===== config.mk =====
export PLATFORM = sky130hd
export DESIGN_NAME = nvm_prog_sequencer
export DESIGN_NICKNAME = d
export VERILOG_FILES = /design/src/rtl/nvm_prog_sequencer.sv
export SDC_FILE = /design/constraint.sdc
export NUM_CORES = 1
export LEC_CHECK = 0
export CAP_MARGIN = 20
export CORE_MARGIN = 1.5
export CORE_UTILIZATION = 41
export CTS_CLUSTER_DIAMETER = 120
export DETAILED_ROUTE_END_ITERATION = 10
export PLACE_DENSITY = 0.77
export SYNTH_ARGS = -nofsm -noshare
export SYNTH_HDL_FRONTEND = slang
export SYNTH_SLANG_ARGS = --single-unit

===== constraint.sdc =====
create_clock -name wb_clk_i -period 2.7 [get_ports wb_clk_i]
set_clock_uncertainty 0.15 [all_clocks]
set_input_delay 0.405 -clock wb_clk_i [delete_from_list [all_inputs] [get_ports wb_clk_i]]
set_output_delay 0.405 -clock wb_clk_i [all_outputs]
set_load 0.01 [all_outputs]

===== src/rtl/nvm_prog_sequencer.sv =====
// Wishbone master that programs, verifies and reads the NVM synapse matrix word.
// state | meaning: IDLE accept | WR timed write strobe | GAP strobe-low turnaround | RD read, wait ack | CMP verify/retry | DONE response pulse
module nvm_prog_sequencer #(
  parameter logic [31:0] ADDR      = 32'h3000_000C,
  parameter logic [7:0]  WR_HOLD   = 8'd4,
  parameter logic [9:0]  TIMEOUT   = 10'd1023,
  parameter logic [1:0]  MAX_RETRY = 2'd3,
  parameter bit          VERIFY    = 1'b1
) (
  input  logic        wb_clk_i,
  input  logic        wb_rst_i,
  input  logic        req_valid,
  output logic        req_ready,
  input  logic        req_we,
  input  logic [15:0] req_data,
  output logic        rsp_valid,
  output logic [15:0] rsp_data,
  output logic [1:0]  rsp_status,
  output logic [1:0]  rsp_retries,
  output logic        busy,
  output logic        mwb_cyc_o,
  output logic        mwb_stb_o,
  output logic        mwb_we_o,
  output logic [3:0]  mwb_sel_o,
  output logic [31:0] mwb_adr_o,
  output logic [31:0] mwb_dat_o,
  input  logic [31:0] mwb_dat_i,
  input  logic        mwb_ack_i
);

  typedef enum logic [2:0] {IDLE, WR, GAP, RD, CMP, DONE} state_t;

  localparam logic [1:0] ST_OK    = 2'b00;
  localparam logic [1:0] ST_VFAIL = 2'b01;
  localparam logic [1:0] ST_TMO   = 2'b10;

  state_t      state_q, state_d;
  logic [15:0] data_q, data_d;
  logic        we_req_q, we_req_d;
  logic [7:0]  wr_cnt_q, wr_cnt_d;
  logic [9:0]  tmo_q, tmo_d;
  logic [1:0]  retry_q, retry_d;
  logic        gap_wr_q, gap_wr_d;
  logic [15:0] rd_q, rd_d;
  logic        stb_q, stb_d;
  logic        we_q, we_d;
  logic        rsp_valid_q, rsp_valid_d;
  logic [15:0] rsp_data_q, rsp_data_d;
  logic [1:0]  rsp_status_q, rsp_status_d;
  logic [1:0]  rsp_retries_q, rsp_retries_d;
  logic        unused_dat_hi;

  assign unused_dat_hi = ^mwb_dat_i[31:16];

  always_comb begin
    state_d       = state_q;
    data_d        = data_q;
    we_req_d      = we_req_q;
    wr_cnt_d      = wr_cnt_q;
    tmo_d         = tmo_q;
    retry_d       = retry_q;
    gap_wr_d      = gap_wr_q;
    rd_d          = rd_q;
    rsp_data_d    = rsp_data_q;
    rsp_status_d  = rsp_status_q;
    rsp_retries_d = rsp_retries_q;
    case (state_q)
      IDLE: begin
        if (req_valid) begin
          data_d   = req_data;
          we_req_d = req_we;
          retry_d  = 2'd0;
          tmo_d    = 10'd0;
          wr_cnt_d = 8'd1;
          gap_wr_d = 1'b0;
          state_d  = req_we ? WR : RD;
        end
      end
      WR: begin
        if (wr_cnt_q >= WR_HOLD) begin
          if (VERIFY) begin
            state_d  = GAP;
            gap_wr_d = 1'b0;
          end else begin
            state_d      = DONE;
            rsp_status_d = ST_OK;
          end
        end else begin
          wr_cnt_d = wr_cnt_q + 8'd1;
        end
      end
      GAP: begin
        if (gap_wr_q) begin
          state_d  = WR;
          wr_cnt_d = 8'd1;
        end else begin
          state_d = RD;
          tmo_d   = 10'd0;
        end
      end
      RD: begin
        // Ack only counts while our strobe is actually out on the bus.
        if (mwb_stb_o && mwb_ack_i) begin
          rd_d    = mwb_dat_i[15:0];
          state_d = CMP;
        end else if (tmo_q >= TIMEOUT) begin
          state_d      = DONE;
          rsp_status_d = ST_TMO;
        end else begin
          tmo_d = tmo_q + 10'd1;
        end
      end
      CMP: begin
        if (!we_req_q || rd_q == data_q) begin
          state_d      = DONE;
          rsp_status_d = ST_OK;
        end else if (retry_q < MAX_RETRY) begin
          retry_d  = retry_q + 2'd1;
          gap_wr_d = 1'b1;
          state_d  = GAP;
        end else begin
          state_d      = DONE;
          rsp_status_d = ST_VFAIL;
        end
      end
      DONE: state_d = IDLE;
      default: state_d = IDLE;
    endcase
    if (state_d == DONE) begin
      rsp_retries_d = retry_q;
      rsp_data_d    = (we_req_q && !VERIFY) ? data_q : rd_q;
    end
  end

  // Bus outputs are registered from the next state so they align with it.
  always_comb begin
    stb_d       = (state_d == WR) || (state_d == RD && tmo_d < TIMEOUT);
    we_d        = (state_d == WR);
    rsp_valid_d = (state_d == DONE);
  end

  always_ff @(posedge wb_clk_i or posedge wb_rst_i) begin
    if (wb_rst_i) begin
      state_q       <= IDLE;
      data_q        <= 16'h0;
      we_req_q      <= 1'b0;
      wr_cnt_q      <= 8'd0;
      tmo_q         <= 10'd0;
      retry_q       <= 2'd0;
      gap_wr_q      <= 1'b0;
      rd_q          <= 16'h0;
      stb_q         <= 1'b0;
      we_q          <= 1'b0;
      rsp_valid_q   <= 1'b0;
      rsp_data_q    <= 16'h0;
      rsp_status_q  <= 2'b00;
      rsp_retries_q <= 2'd0;
    end else begin
      state_q       <= state_d;
      data_q        <= data_d;
      we_req_q      <= we_req_d;
      wr_cnt_q      <= wr_cnt_d;
      tmo_q         <= tmo_d;
      retry_q       <= retry_d;
      gap_wr_q      <= gap_wr_d;
      rd_q          <= rd_d;
      stb_q         <= stb_d;
      we_q          <= we_d;
      rsp_valid_q   <= rsp_valid_d;
      rsp_data_q    <= rsp_data_d;
      rsp_status_q  <= rsp_status_d;
      rsp_retries_q <= rsp_retries_d;
    end
  end

  assign req_ready   = (state_q == IDLE);
  assign busy        = ~req_ready;
  assign mwb_cyc_o   = stb_q;
  assign mwb_stb_o   = stb_q;
  assign mwb_we_o    = we_q;
  assign mwb_sel_o   = stb_q ? 4'hF : 4'h0;
  assign mwb_adr_o   = ADDR;
  assign mwb_dat_o   = {16'h0, data_q};
  assign rsp_valid   = rsp_valid_q;
  assign rsp_data    = rsp_data_q;
  assign rsp_status  = rsp_status_q;
  assign rsp_retries = rsp_retries_q;

endmodule


==> results.json, run 1 <==
{
  "status": "finished clean",
  "fin_crit_sh": 0.930,
  "cts_hold_buffers": 0,
  "crit_slowest_cell": "dfrtp_1",
  "die_w_um": 103,
  "worstPathRequired_ps": 2140,
  "worstSetupPathType": "flop to output pin",
  "ys_warn_count": 0,
  "synth_edf_count": 0,
  "p_per_area_nw_per_um2": 1070,
  "fin_setup_tns_ps": 0,
  "rrSetupSlack_ps": 300,
  "critical_path.cell_chain": "nor2_1, nand2_1, inv_1, clkdlybuf4s50_1",
  "cts-htree-levels": 3,
  "irDropWorstVdd_mv": 0.531,
  "period_needed_ps": 2510,
  "p_total_uw": 5440,
  "cp_max_fo": 13,
  "use_met2": 0.279,
  "worst-r2r-cell-count": 7,
  "clockBufferDepth": 2,
  "cp_num_buf_inv": 2,
  "globalplace.congestion": 0.828,
  "grt_use_total": 0.170,
  "tritoncts": "done",
  "antenna_found_initial": 0,
  "vias": 2903,
  "nets": 524,
  "ys_ff_latch": 80,
  "grt_overflow": 0,
  "avgSynthCellArea_sq_um": 10.5,
  "startpoint_type": "flop",
  "synth_cells": 387,
  "grt_pass1_wl_mm": 13.7,
  "grt_max_degree": 81,
  "clk_latency_ps": 360,
  "post_cts_buffers": 0,
  "startpoint": "state_q[1]",
  "placementRows": 36,
  "cts.sink_count": 80,
  "fillers": 866,
  "use_met3": 0.0278,
  "firstDrtPassIters": 4,
  "worstSetupPathDepth": 4,
  "drive_above_1_share": 0.108,
  "crit_path_end_kind": "output pin",
  "synth_cell_types": 54,
  "crit_path_end": "req_ready",
  "crit-reg2reg-launch": "rd_q[11]",
  "vias_per_cell": 4.80,
  "synth_area_sq_um": 4080,
  "utilization": 0.522,
  "die_area_sq_um": 10600,
  "cp.arrival_ps": 1960,
  "hp-class": "input pin to async pin",
  "slowest_delay_ps": 550,
  "grt_pass1_vias": 2861,
  "async_flop_share": 1.00,
  "avgRoutedWirePerCell_um": 13.8,
  "hold_violations": 0,
  "leakagePower_uw": 0.00236,
  "diodes": 0,
  "die_y_um": 103,
  "maxCapViolCount": 0,
  "wl_mm": 8.36,
  "cp_top_family": "buffers and inverters",
  "first_iter_violations": 92,
  "busiest_layer": "met2",
  "rsz0062_at_grt": "no",
  "placement.io_buffers": 82,
  "antenna_left": 0,
  "max_freq_mhz": 398,
  "gr-usage-met1": 0.225,
  "start_util": 0.420,
  "numCtsBuffers": 9,
  "clock-root-buffer": "clkbuf_8",
  "clk_pin_slew_ps": 90,
  "route.detailed.drc": 0,
  "cts_resized": 0,
  "synth_ff_type": "dfrtp_1",
  "r2r-end": "rsp_data[3]",
  "io_pins": 147,
  "ys_seq_area_frac": 0.490,
  "finalSetupViolCount": 0,
  "slew_violations": 0,
  "core_sq_um": 9730,
  "area_growth_pct": 24.5,
  "hpwl_mm": 6.10
}
## final cells by class
| cell class | instances | area (sq um) | area share |
|---|---|---|---|
| Clock buffer | 9 | 124 | 0.0244 |
| Multi-Input combinational cell | 274 | 1730 | 0.340 |
| Tap cell | 133 | 166 | 0.0327 |
| Timing Repair Buffer | 90 | 906 | 0.178 |
| Inverter | 12 | 45.0 | 0.00886 |
| Sequential cell | 80 | 2000 | 0.394 |
| Clock inverter | 7 | 110 | 0.0217 |
## cells by family after synthesis
family	share of synthesized area
AOI/OAI and AO/OA	0.0846
xor gates and xnor gates	0.0343
adders and majority gates	0.0123
buffers and inverters	0.128
DFF	0.490
muxes	0.0962
other	0.00184
and+or+nand+nor	0.152
## tightest hold or removal path, stage by stage
cell and delay, ps:
clkdlybuf4s50_1 410, inv_2 70, buf_12 330
## report_power, final
| group | switching (uW) | internal, uW |
|---|---|---|
| clock | 492 | 543 |
| sequential | 422 | 1660 |
| combinational | 1060 | 1260 |
## state kept, by name, indices dropped and copies added, names as in the netlist
| name | cells |
|---|---|
| data_q | 16 |
| rd_q | 16 |
| rsp_data | 16 |
| tmo_q | 10 |
| wr_cnt_q | 8 |
| state_q | 3 |
| retry_q | 2 |
| rsp_retries | 2 |
| rsp_status | 2 |
| gap_wr_q | 1 |
| mwb_cyc_o | 1 |
| mwb_we_o | 1 |
| rsp_valid | 1 |
| we_req_q | 1 |
## worst min-delay path by stage
stage	startpoint	end	depth (start not counted)
global placement	rsp_data[7]	rsp_data[7]	1
detailed placement	rsp_data[6]	rsp_data[6]	1
finish	wb_rst_i	rd_q[13]	3
CTS	wb_rst_i	rd_q[13]	3
global route	wb_rst_i	rsp_data[9]	3
floorplan	we_req_q	we_req_q	2
## cell usage after synthesis (2+ instances only)
cell | instances | area, sq um
a31oi_1 | 5 | 31.3
nor2b_1 | 5 | 31.3
nand3_1 | 8 | 40.0
xnor2_1 | 16 | 140
o21bai_1 | 2 | 15.0
nor3_1 | 3 | 15.0
and4_1 | 4 | 35.0
ha_1 | 4 | 50.1
nand4_1 | 5 | 31.3
buf_2 | 5 | 25.0
o21ai_0 | 3 | 15.0
or3_1 | 3 | 18.8
mux2_2 | 17 | 191
a41oi_1 | 2 | 17.5
buf_6 | 3 | 33.8
buf_4 | 53 | 398
o21a_1 | 2 | 15.0
nand2b_1 | 3 | 18.8
clkbuf_1 | 5 | 18.8
nor2_1 | 12 | 45.0
a211oi_1 | 3 | 22.5
dfrtp_1 | 80 | 2000
conb_1 | 2 | 7.51
inv_1 | 12 | 45.0
and2_1 | 2 | 12.5
a21oi_1 | 12 | 60.1
or4_1 | 2 | 15.0
o22ai_1 | 2 | 12.5
nand2_1 | 63 | 236
o21ai_1 | 2 | 10.0
o22a_1 | 4 | 35.0
and3_1 | 5 | 31.3
mux2_1 | 17 | 191
## through the flow
| step | worst slack [ps] | hold slack (ps) | instance area, sq um | cells |
|---|---|---|---|---|
| global route | 88.7 | 361 | 5080 | 605 |
| finish | 188 | 297 | 5080 | 605 |
| CTS | 150 | 315 | 5080 | 605 |
| global placement | 130 | 319 | 4850 | 589 |
| detailed placement | 97.8 | 324 | 4850 | 589 |
| floorplan | 93.3 | 315 | 4260 | 433 |
## metal layers
metal / up-vias / wire (um)
met5: - / 0
met2: 88 / 4200
met3: 10 / 314
met1: 1427 / 3690
met4: 0 / 151
li1: 1378 / -
## placed cells by master, fill, tap and decap left out, types with 4 or more instances in the layout
master and count:
clkdlybuf4s50_1 82, mux2_2 17, nand2_1 63, clkbuf_8 9
nor2_1 12, mux2_1 17, nand4_1 5, a21oi_1 12
buf_4 6, conb_1 48, nand3_1 8, ha_1 4
dfrtp_1 80, nor2b_1 5, inv_1 11, o22a_1 4
a31oi_1 5, and4_1 4, xnor2_1 16, and3_1 5
No activity file was read; power rests on OpenSTA's default activity.
==> run 2, diff against run 1 <==
--- a/config.mk
+++ b/config.mk
@@ -6,11 +6,11 @@
 export NUM_CORES = 1
 export LEC_CHECK = 0
 export CAP_MARGIN = 20
-export CORE_MARGIN = 1.5
-export CORE_UTILIZATION = 41
+export CORE_MARGIN = 3
+export CORE_UTILIZATION = 49
 export CTS_CLUSTER_DIAMETER = 120
 export DETAILED_ROUTE_END_ITERATION = 10
-export PLACE_DENSITY = 0.77
+export PLACE_DENSITY = 0.87
 export SYNTH_ARGS = -nofsm -noshare
 export SYNTH_HDL_FRONTEND = slang
 export SYNTH_SLANG_ARGS = --single-unit
==> constraint.sdc (replaced) <==
create_clock -name wb_clk_i -period 3.2 [get_ports wb_clk_i]
set_clock_uncertainty 0.15 [all_clocks]
set_input_delay 0.48 -clock wb_clk_i [delete_from_list [all_inputs] [get_ports wb_clk_i]]
set_output_delay 0.48 -clock wb_clk_i [all_outputs]
set_load 0.01 [all_outputs]
==> run 2 against run 1 <==
Largest cell class unchanged. Sequential share of layout area up 1.2 points. Largest power group unchanged. Combinational power down 16%. Total power down 20%. Critical endpoint unchanged. Via count up 3.1%.
==> results.json, run 2 (synthesis gave the netlist of run 1 again) <==
{
  "leakagePower_uw": 0.00230,
  "worstSetupPathType": "flop to output pin",
  "irDropWorstVdd_mv": 0.513,
  "startpoint": "state_q[1]",
  "placement.io_buffers": 82,
  "rsz0062_at_grt": "no",
  "io_pins": 147,
  "cp.arrival_ps": 1900,
  "area_growth_pct": 20.9,
  "clockBufferDepth": 2,
  "clk_pin_slew_ps": 80,
  "die_area_sq_um": 9460,
  "grt_use_total": 0.191,
  "grt_pass1_wl_mm": 14.5,
  "grt_overflow": 0,
  "final_cell_mix": "82 x clkdlybuf4s50_1, 80 x dfrtp_1, 63 x nand2_1",
  "fin_setup_tns_ps": 0,
  "antenna_left": 0,
  "drive_above_1_share": 0.0985,
  "hpwl_mm": 6.55,
  "cts-htree-levels": 3,
  "grt_pass1_vias": 2965,
  "start_util": 0.518,
  "die_w_um": 97.3,
  "dp.cells": 557,
  "fin_crit_sh": 0.789,
  "cts_hold_buffers": 0,
  "avgRoutedWirePerCell_um": 15.3,
  "core_sq_um": 7890,
  "crit_path_end": "req_ready",
  "placementRows": 32,
  "globalplace.congestion": 0.900,
  "max_freq_mhz": 396,
  "maxCapViolCount": 0,
  "cp_max_fo": 13,
  "worstPathRequired_ps": 2570,
  "slew_violations": 0,
  "p_per_area_nw_per_um2": 876,
  "r2r-end": "rsp_data[15]",
  "vias": 2993,
  "diodes": 0,
  "vias_per_cell": 5.26,
  "worst-r2r-cell-count": 7,
  "route.detailed.drc": 0,
  "die_y_um": 97.3,
  "clock-root-buffer": "clkbuf_8",
  "first_iter_violations": 162,
  "crit-reg2reg-launch": "rd_q[3]",
  "rrSetupSlack_ps": 780,
  "hp-class": "flop to flop",
  "clk_latency_ps": 340,
  "post_cts_buffers": 0,
  "finalNonFillerCells": 569,
  "startpoint_type": "flop",
  "mostFrequentLayoutCell": "clkdlybuf4s50_1",
  "hold_violations": 0,
  "tritoncts": "done",
  "nets": 523,
  "cts_resized": 0,
  "numCtsBuffers": 9,
  "period_needed_ps": 2530,
  "status": "finished clean",
  "crit_path_end_kind": "output pin",
  "firstDrtPassIters": 4,
  "antenna_found_initial": 0,
  "wl_mm": 8.68,
  "finalSetupViolCount": 0,
  "grt_max_degree": 81,
  "cts.sink_count": 80
}
## run 2: cell count changes in the layout (fill, tap and decap cells not counted)
cell        previous run  this run
buf_12                 2         1
bufinv_16              2         0
clkinv_4               0         1
clkinvlp_4             1         2
inv_6                  1         0
inv_8                  3         0
## run 2: power by group
group          leakage, uW  internal, uW  switching [uW]
sequential         0.00101          1400             374
clock            0.0000691           265             339
combinational      0.00122          1050             895
total              0.00230          2720            1610
## run 2: final cells by class
cell class                 instances  area, sq um
tap                              102          128
multi-input combinational        274         1730
clock buffer                       9          124
inverter                          12         45.0
fill                             638         2950
clock inverter                     3         23.8
timing repair buffer              89          886
sequential                        80         2000
## run 2: worst max-delay path, cell delays in order (launching register included)
cell and delay, ps:
dfrtp_1 540, nor2_1 260, nand2_1 130, inv_1 80, clkdlybuf4s50_1 530
## run 2: layer usage
layer	vias up	global-route usage	share of wire	wire [um]
li1	1374	-	-	-
met2	134	0.333	0.51	4460
met4	0	0.0660	0.016	137
met5	-	0	0	0
met3	11	0.0345	0.064	554
met1	1474	0.237	0.41	3530
## run 2: worst min-delay path by stage
| stage | end | slack, ps | start | depth (start not counted) |
|---|---|---|---|---|
| final | rsp_retries[1] | 340 | rsp_retries[1] | 1 |
| after global routing | rsp_data[0] | 360 | rsp_data[0] | 1 |
| after CTS | rsp_retries[1] | 340 | rsp_retries[1] | 1 |
| after detailed placement | rsp_retries[1] | 320 | rsp_retries[1] | 1 |
| after global placement | rsp_retries[0] | 320 | rsp_retries[0] | 1 |
| after floorplan | we_req_q | 310 | we_req_q | 2 |
## run 2: through the flow
stage / cell area, sq um / utilization / hold WS, ps / worst slack, ps / total power, uW
finish: 4940 / 0.626 / 337 / 674 / 4320
global route: 4940 / 0.626 / 356 / 558 / 4640
CTS: 4940 / 0.626 / 342 / 667 / 4360
detailed placement: 4790 / 0.607 / 324 / 456 / 3750
global placement: 4790 / 0.607 / 318 / 500 / 3640
floorplan: 4260 / - / 315 / 518 / 2950
